[config.mk]
export PLATFORM = sky130hd
export DESIGN_NAME = dmem_arbiter
export DESIGN_NICKNAME = d
export VERILOG_FILES = /design/src/rtl/dmem_arbiter.sv
export SDC_FILE = /design/constraint.sdc
export NUM_CORES = 1
export LEC_CHECK = 0
export CAP_MARGIN = 20
export CORE_MARGIN = 5
export CORE_UTILIZATION = 44
export DETAILED_ROUTE_END_ITERATION = 6
export GPL_ROUTABILITY_DRIVEN = 0
export PLACE_DENSITY = 0.86
export SYNTH_ARGS = -nofsm -noshare
export SYNTH_HDL_FRONTEND = slang
export SYNTH_SLANG_ARGS = --single-unit
[constraint.sdc]
create_clock -name clk -period 4.36 [get_ports clk]
set_input_delay 0.872 -clock clk [delete_from_list [all_inputs] [get_ports clk]]
set_output_delay 0.872 -clock clk [all_outputs]
set_load 0.02 [all_outputs]
[src/rtl/dmem_arbiter.sv]
// Two-port round-robin arbiter/sequencer in front of a 128x16 synchronous data memory.
// Define DMEM_ARB_FIXED_PRIO_EN to make port A always win ties (round-robin pointer removed).
module dmem_arbiter #(
    parameter int ADDR_W    = 16,
    parameter int DATA_W    = 16,
    parameter int MEM_DEPTH = 128
) (
    input  logic              clk,
    input  logic              reset,
    input  logic              a_req,
    input  logic              a_we,
    input  logic [ADDR_W-1:0] a_addr,
    input  logic [DATA_W-1:0] a_wdata,
    input  logic              b_req,
    input  logic              b_we,
    input  logic [ADDR_W-1:0] b_addr,
    input  logic [DATA_W-1:0] b_wdata,
    output logic              a_gnt,
    output logic              b_gnt,
    output logic              a_rvalid,
    output logic              b_rvalid,
    output logic [DATA_W-1:0] a_rdata,
    output logic [DATA_W-1:0] b_rdata,
    output logic              a_err,
    output logic              b_err,
    output logic [ADDR_W-1:0] mem_addr,
    output logic [DATA_W-1:0] mem_wdata,
    output logic              mem_write,
    output logic              mem_read,
    input  logic [DATA_W-1:0] mem_rdata
);

    typedef enum logic {IDLE, ISSUE} state_t;

    localparam logic [ADDR_W:0] DEPTH_LIMIT = (ADDR_W + 1)'(MEM_DEPTH);

    state_t            state, state_next;
    logic              a_elig, b_elig, grant, pick_b;
    logic [ADDR_W-1:0] sel_addr;
    logic [DATA_W-1:0] sel_wdata;
    logic              sel_we, sel_oor;

    logic              a_gnt_next, b_gnt_next, a_err_next, b_err_next;
    logic              mem_write_next, mem_read_next;
    logic [ADDR_W-1:0] mem_addr_next;
    logic [DATA_W-1:0] mem_wdata_next;
    logic              slot_rd_next, slot_b_next, slot_err_next;

    // Slot bookkeeping travels one stage behind the memory enables to steer rvalid.
    logic              slot_rd, slot_b, slot_err;
    logic              ret_zero;
    logic [DATA_W-1:0] a_rdata_hold, b_rdata_hold, ret_data;

`ifndef DMEM_ARB_FIXED_PRIO_EN
    logic              last_b;
`endif

    assign a_elig = a_req & ~a_gnt;
    assign b_elig = b_req & ~b_gnt;
    assign grant  = a_elig | b_elig;

`ifdef DMEM_ARB_FIXED_PRIO_EN
    assign pick_b = b_elig & ~a_elig;
`else
    assign pick_b = b_elig & (~a_elig | ~last_b);
`endif

    assign sel_addr  = pick_b ? b_addr  : a_addr;
    assign sel_wdata = pick_b ? b_wdata : a_wdata;
    assign sel_we    = pick_b ? b_we    : a_we;
    assign sel_oor   = {1'b0, sel_addr} >= DEPTH_LIMIT;

    always_comb begin
        state_next     = state;
        a_gnt_next     = 1'b0;
        b_gnt_next     = 1'b0;
        a_err_next     = 1'b0;
        b_err_next     = 1'b0;
        mem_write_next = 1'b0;
        mem_read_next  = 1'b0;
        mem_addr_next  = mem_addr;
        mem_wdata_next = mem_wdata;
        slot_rd_next   = 1'b0;
        slot_b_next    = 1'b0;
        slot_err_next  = 1'b0;

        case (state)
            IDLE:    state_next = grant ? ISSUE : IDLE;
            ISSUE:   state_next = grant ? ISSUE : IDLE;
            default: state_next = IDLE;
        endcase

        if (grant) begin
            a_gnt_next     = ~pick_b;
            b_gnt_next     = pick_b;
            a_err_next     = sel_oor & ~pick_b;
            b_err_next     = sel_oor & pick_b;
            mem_write_next = sel_we & ~sel_oor;
            mem_read_next  = ~sel_we & ~sel_oor;
            mem_addr_next  = sel_addr;
            mem_wdata_next = sel_wdata;
            slot_rd_next   = ~sel_we;
            slot_b_next    = pick_b;
            slot_err_next  = sel_oor;
        end
    end

    always_ff @(posedge clk or posedge reset) begin
        if (reset) begin
            state     <= IDLE;
            a_gnt     <= 1'b0;
            b_gnt     <= 1'b0;
            a_err     <= 1'b0;
            b_err     <= 1'b0;
            mem_write <= 1'b0;
            mem_read  <= 1'b0;
            mem_addr  <= '0;
            mem_wdata <= '0;
            slot_rd   <= 1'b0;
            slot_b    <= 1'b0;
            slot_err  <= 1'b0;
        end else begin
            state     <= state_next;
            a_gnt     <= a_gnt_next;
            b_gnt     <= b_gnt_next;
            a_err     <= a_err_next;
            b_err     <= b_err_next;
            mem_write <= mem_write_next;
            mem_read  <= mem_read_next;
            mem_addr  <= mem_addr_next;
            mem_wdata <= mem_wdata_next;
            slot_rd   <= slot_rd_next;
            slot_b    <= slot_b_next;
            slot_err  <= slot_err_next;
        end
    end

`ifndef DMEM_ARB_FIXED_PRIO_EN
    // Pointer starts as "B last" so A takes the first tie.
    always_ff @(posedge clk or posedge reset) begin
        if (reset) begin
            last_b <= 1'b1;
        end else if (grant) begin
            last_b <= pick_b;
        end
    end
`endif

    always_ff @(posedge clk or posedge reset) begin
        if (reset) begin
            a_rvalid <= 1'b0;
            b_rvalid <= 1'b0;
            ret_zero <= 1'b0;
        end else begin
            a_rvalid <= slot_rd & ~slot_b;
            b_rvalid <= slot_rd & slot_b;
            ret_zero <= slot_err;
        end
    end

    // Return data passes straight through during rvalid, then is held per port.
    assign ret_data = ret_zero ? '0 : mem_rdata;

    always_ff @(posedge clk or posedge reset) begin
        if (reset) begin
            a_rdata_hold <= '0;
            b_rdata_hold <= '0;
        end else begin
            if (a_rvalid) a_rdata_hold <= ret_data;
            if (b_rvalid) b_rdata_hold <= ret_data;
        end
    end

    assign a_rdata = a_rvalid ? ret_data : a_rdata_hold;
    assign b_rdata = b_rvalid ? ret_data : b_rdata_hold;

endmodule
# After elaboration in Yosys (flattened, before gate mapping)
# Cells that the tools add are included.
dict set report word_totals {
  ff_bits 76
  rom_bits 0
  latchBits 0
  memories 0
  in_bits 86
  ram_bits 0
  wordCells 49
  output_inout_bits 72
}
dict set report op_classes {
  n_shift 0
  reduce_logical 0
  multipliers 0
  n_eq_ne 0
  n_mux 14
  div 0
  addsub 0
  n_lt_le_gt_ge 1
  bitwise_logic 18
}
# op count
set ops {}
lappend ops {{16-bit 2-to-1 mux} 5}
lappend ops {{16-bit by 8-bit greater-or-equal comparator with 1-bit output (second input constant)} 1}
lappend ops {{1-bit AND} 9}
lappend ops {{1-bit 2-to-1 mux} 9}
lappend ops {{1-bit inverter} 7}
lappend ops {{1-bit OR} 2}

# Longest topological paths before layout
dict set report logic_depth {
  depth_word 10
  mapped_depth 7
  ltp_nobuf 4
}

# Worst setup path after synthesis
# No wires, ideal clock.
dict set report synth_timing {
  kind {reg2out}
  startpoint {reg a_rvalid}
  endpoint {out a_rdata[10]}
  arrival_time_ns 1.368
  n_path_buf 2
  stages_incl_launch_ff 4
  required_ns 3.488
  path_slack_ns 2.120
  path_cell_list {dfrtp_1 -> clkbuf_1 -> buf_2 -> mux2_2}
}
dict set report synth_between {
  elab_chain_cells 1
}
# element line
set synth_rtl {}
lappend synth_rtl {{from (decl)} 20} ;# output logic a_rvalid,
lappend synth_rtl {{from (signal assigned)} 155} ;# a_rvalid <= slot_rd & ~slot_b;
lappend synth_rtl {{16-bit 2-to-1 mux} n/a}
lappend synth_rtl {{to (decl)} 22} ;# output logic [DATA_W-1:0] a_rdata,
# No other way between the ends.

# Worst setup path after layout
dict set report layout_timing {
  startpoint {in mem_rdata[4]}
  endpoint {out a_rdata[4]}
}
dict set report layout_between {
  elab_chain_cells 2
}
# element line
set layout_rtl {}
lappend layout_rtl {{from (decl)} 30} ;# input logic [DATA_W-1:0] mem_rdata
lappend layout_rtl {{16-bit 2-to-1 mux} 162} ;# assign ret_data = ret_zero ? '0 : mem_rdata;
lappend layout_rtl {{16-bit 2-to-1 mux} n/a}
# No other way between the ends.

==> results.toml <==
[die]
start_util_pct = 44.9
core_area_sq_um = 7210
die_width_um = 95.8
die_h_um = 95.8
boundaryPins = 158
die-area_sq_um = 9180
rows = 31

[cells_and_area]
fin_cells = 501
fin_nets = 484
layout_commonest_cell = "clkdlybuf4s50_1"
area_delta_synth_final_pct = 55.2
final_util_pct = 69.7
layout_common_cells = "157 x clkdlybuf4s50_1, 75 x dfrtp_1, 33 x mux2_2, 23 x a22o_1, 23 x a21o_1"
drive_gt1_share_pct = 14.4
n_antenna_cell = 0

[worst_setup_path]
crit_type = "in -> out"
critPathRequiredTime_ns = 3.49
r2r_cells = 5
r2r-start = "slot_b"
r2r_end = "mem_addr[4]"
end_kind = "primary output"
reg2reg_slack_ns = 2.30
start_kind = "primary input"
path_max_fanout = 2
crit_arrival_ns = 2.32

[pwr]
p_seq_share_pct = 37.7
p_sw_w = 0.000953
power.internal_w = 0.00181
combPwrFrac_pct = 45.0
p_per_area_nw_per_um2 = 550
power.share.clock_pct = 17.3
vdd_drop_max_v = 0.000289
swShare_pct = 34.5
power_w = 0.00277
power.leakage_nw = 2.23

[min_path]
hold_end = "ret_zero"
hold_depth = 0
hp-class = "reg -> reg"
min_from = "slot_err"

[cts]
ctsHoldBuffers = 0
cts_setup_buffers = 0
cts_tree = "built"
cts_sinks = 76
cts_root_buffer = "clkbuf_8"
clock_latency_ns = 0.33
clk_path_buf_depth = 2
htree_num_levels = 3
cts_buffers = 9
cts_resized = 0
clk_pin_slew_worst_paths_ns = 0.08

[timing]
whs_ns = 0.347
report.final.slew_viol_count = 0
tightest_slew_ns = 0.909
final_hold_viol_count = 0
maxSlewHeadroom_pct = 39.4
fin_crit_ns = 3.19
fmax_ghz = 0.314
period_share_pct = 73.1
tns_ns = 0
clock_skew_ns = 0.00878
setup_viol = 0
grt_setup_unrepaired = "false"

[detailed_routing]
via_count = 2533
wirelength_um = 8570
drc = 0
viasPerCell = 5.06
drt.antenna.violating_nets = 0
drt-wirelength-per-cell_um = 17.1
drt_pass1_iterations = 4
drtIter0Drc = 53

[global_route]
grt_max_degree = 39
grt_pass1_vias = 2846
track_usage_pct = 19.2
antenna_found_initial = 0
grt-ovfl-total = 0
grt_pass1_wl_um = 13500

[placement]
place_inst = 486
hpwlAfterDp_um = 6570
portBuffers = 157

[run_status]
outcome = "finished clean"

[synth]
yosysWarnings = 0
synth_area_sq_um = 3240
synthCells = 242
ys_seq_area_share_pct = 58.7
yosysUniqueCellTypes = 30
ys_ff_latch = 76
syn_avg_cell_area_sq_um = 13.4
synthesis.nets = 328

[run]
maxCapViolCount = 0
## sequential cells by signal, indices dropped and copies added, names as in the netlist, 16 cells and up
signal and count:
a_rdata_hold 16, b_rdata_hold 16, mem_addr 16, mem_wdata 16
## synthesized netlist by cell type
master / instances / area share (%)
buf_2: 6 / 0.93
a211oi_2: 1 / 0.39
o21ai_0: 3 / 0.46
buf_4: 3 / 0.69
nor2_1: 1 / 0.12
nand2b_4: 1 / 0.42
nand2b_1: 1 / 0.19
and2_1: 3 / 0.58
nor2_4: 1 / 0.35
buf_8: 1 / 0.46
inv_1: 2 / 0.23
nor4bb_1: 1 / 0.31
mux2i_1: 11 / 3.4
nand2_1: 12 / 1.4
dfrtp_1: 75 / 58
a31oi_4: 1 / 0.66
clkbuf_1: 3 / 0.35
or3b_1: 1 / 0.27
a21o_1: 23 / 5.3
mux2_2: 33 / 11
dfstp_2: 1 / 0.81
nor4_1: 4 / 0.77
o21ai_1: 6 / 0.93
nor2b_1: 16 / 3.1
a22o_1: 23 / 6.2
a21oi_1: 2 / 0.31
o21a_1: 2 / 0.46
and2b_1: 1 / 0.23
nand3b_1: 1 / 0.23
buf_6: 3 / 1.0
## how the worst max path moves through the flow
stage | startpoint | to | slack [ns] | cells past startpoint
after floorplan | reset | a_err | 1.55 | 1
after global placement | mem_rdata[6] | b_rdata[6] | 1.19 | 4
after detailed placement | mem_rdata[4] | a_rdata[4] | 1.16 | 4
after CTS | mem_rdata[4] | a_rdata[4] | 1.16 | 4
after global routing | mem_rdata[9] | b_rdata[9] | 1.12 | 4
final | mem_rdata[4] | a_rdata[4] | 1.17 | 4
## metrics by stage
step | setup slack, ns | cell area, sq um
6_report | 1.17 | 5030
5_1_grt | 1.12 | 5030
4_1_cts | 1.16 | 5030
3_5_place_dp | 1.16 | 4850
3_3_place_gp | 1.19 | 4850
2_1_floorplan | 1.55 | 3240
## power by group through the flow
stage | combinational (W) | sequential (W) | clock, W
2_1_floorplan | 0.000577 | 0.00114 | 0
3_3_place_gp | 0.00123 | 0.00104 | 0
3_5_place_dp | 0.00126 | 0.00106 | 0
4_1_cts | 0.00126 | 0.00105 | 0.000497
5_1_grt | 0.00132 | 0.00107 | 0.000528
6_report | 0.00124 | 0.00104 | 0.000480
## layout make-up
class	instances	area [sq um]
multi-input cells	148	1220
well taps	99	124
clock buffers	11	151
inverters	2	7.51
fillers	550	2180
clock inverters	4	25.0
flip-flops and latches	76	1900
repair buffers	161	1600
## metal layers
layer	GRT usage, %	vias up	share of wire (%)
li1	-	1171	-
met1	22.1	1241	39
met2	32.6	104	50
met3	6.80	17	8.4
met4	8.06	0	2.2
met5	0	-	0
## kinds of logic (layout without fill, tap and decap cells)
kind of cell	count (synthesis)	after routing	synth area share, %
flip-flops	76	76	58.7
buffers and inverters	18	178	3.71
AO/OA/AOI/OAI	61	61	14.7
AND/OR/NAND/NOR	43	43	7.95
multiplexers	44	44	14.9
## worst max-delay path, stage by stage
cell             delay (ns)
clkdlybuf4s50_1        0.45
nor2b_1                0.18
mux2_2                 0.20
clkdlybuf4s50_1        0.61
No activity file was read; power rests on OpenSTA's default activity.
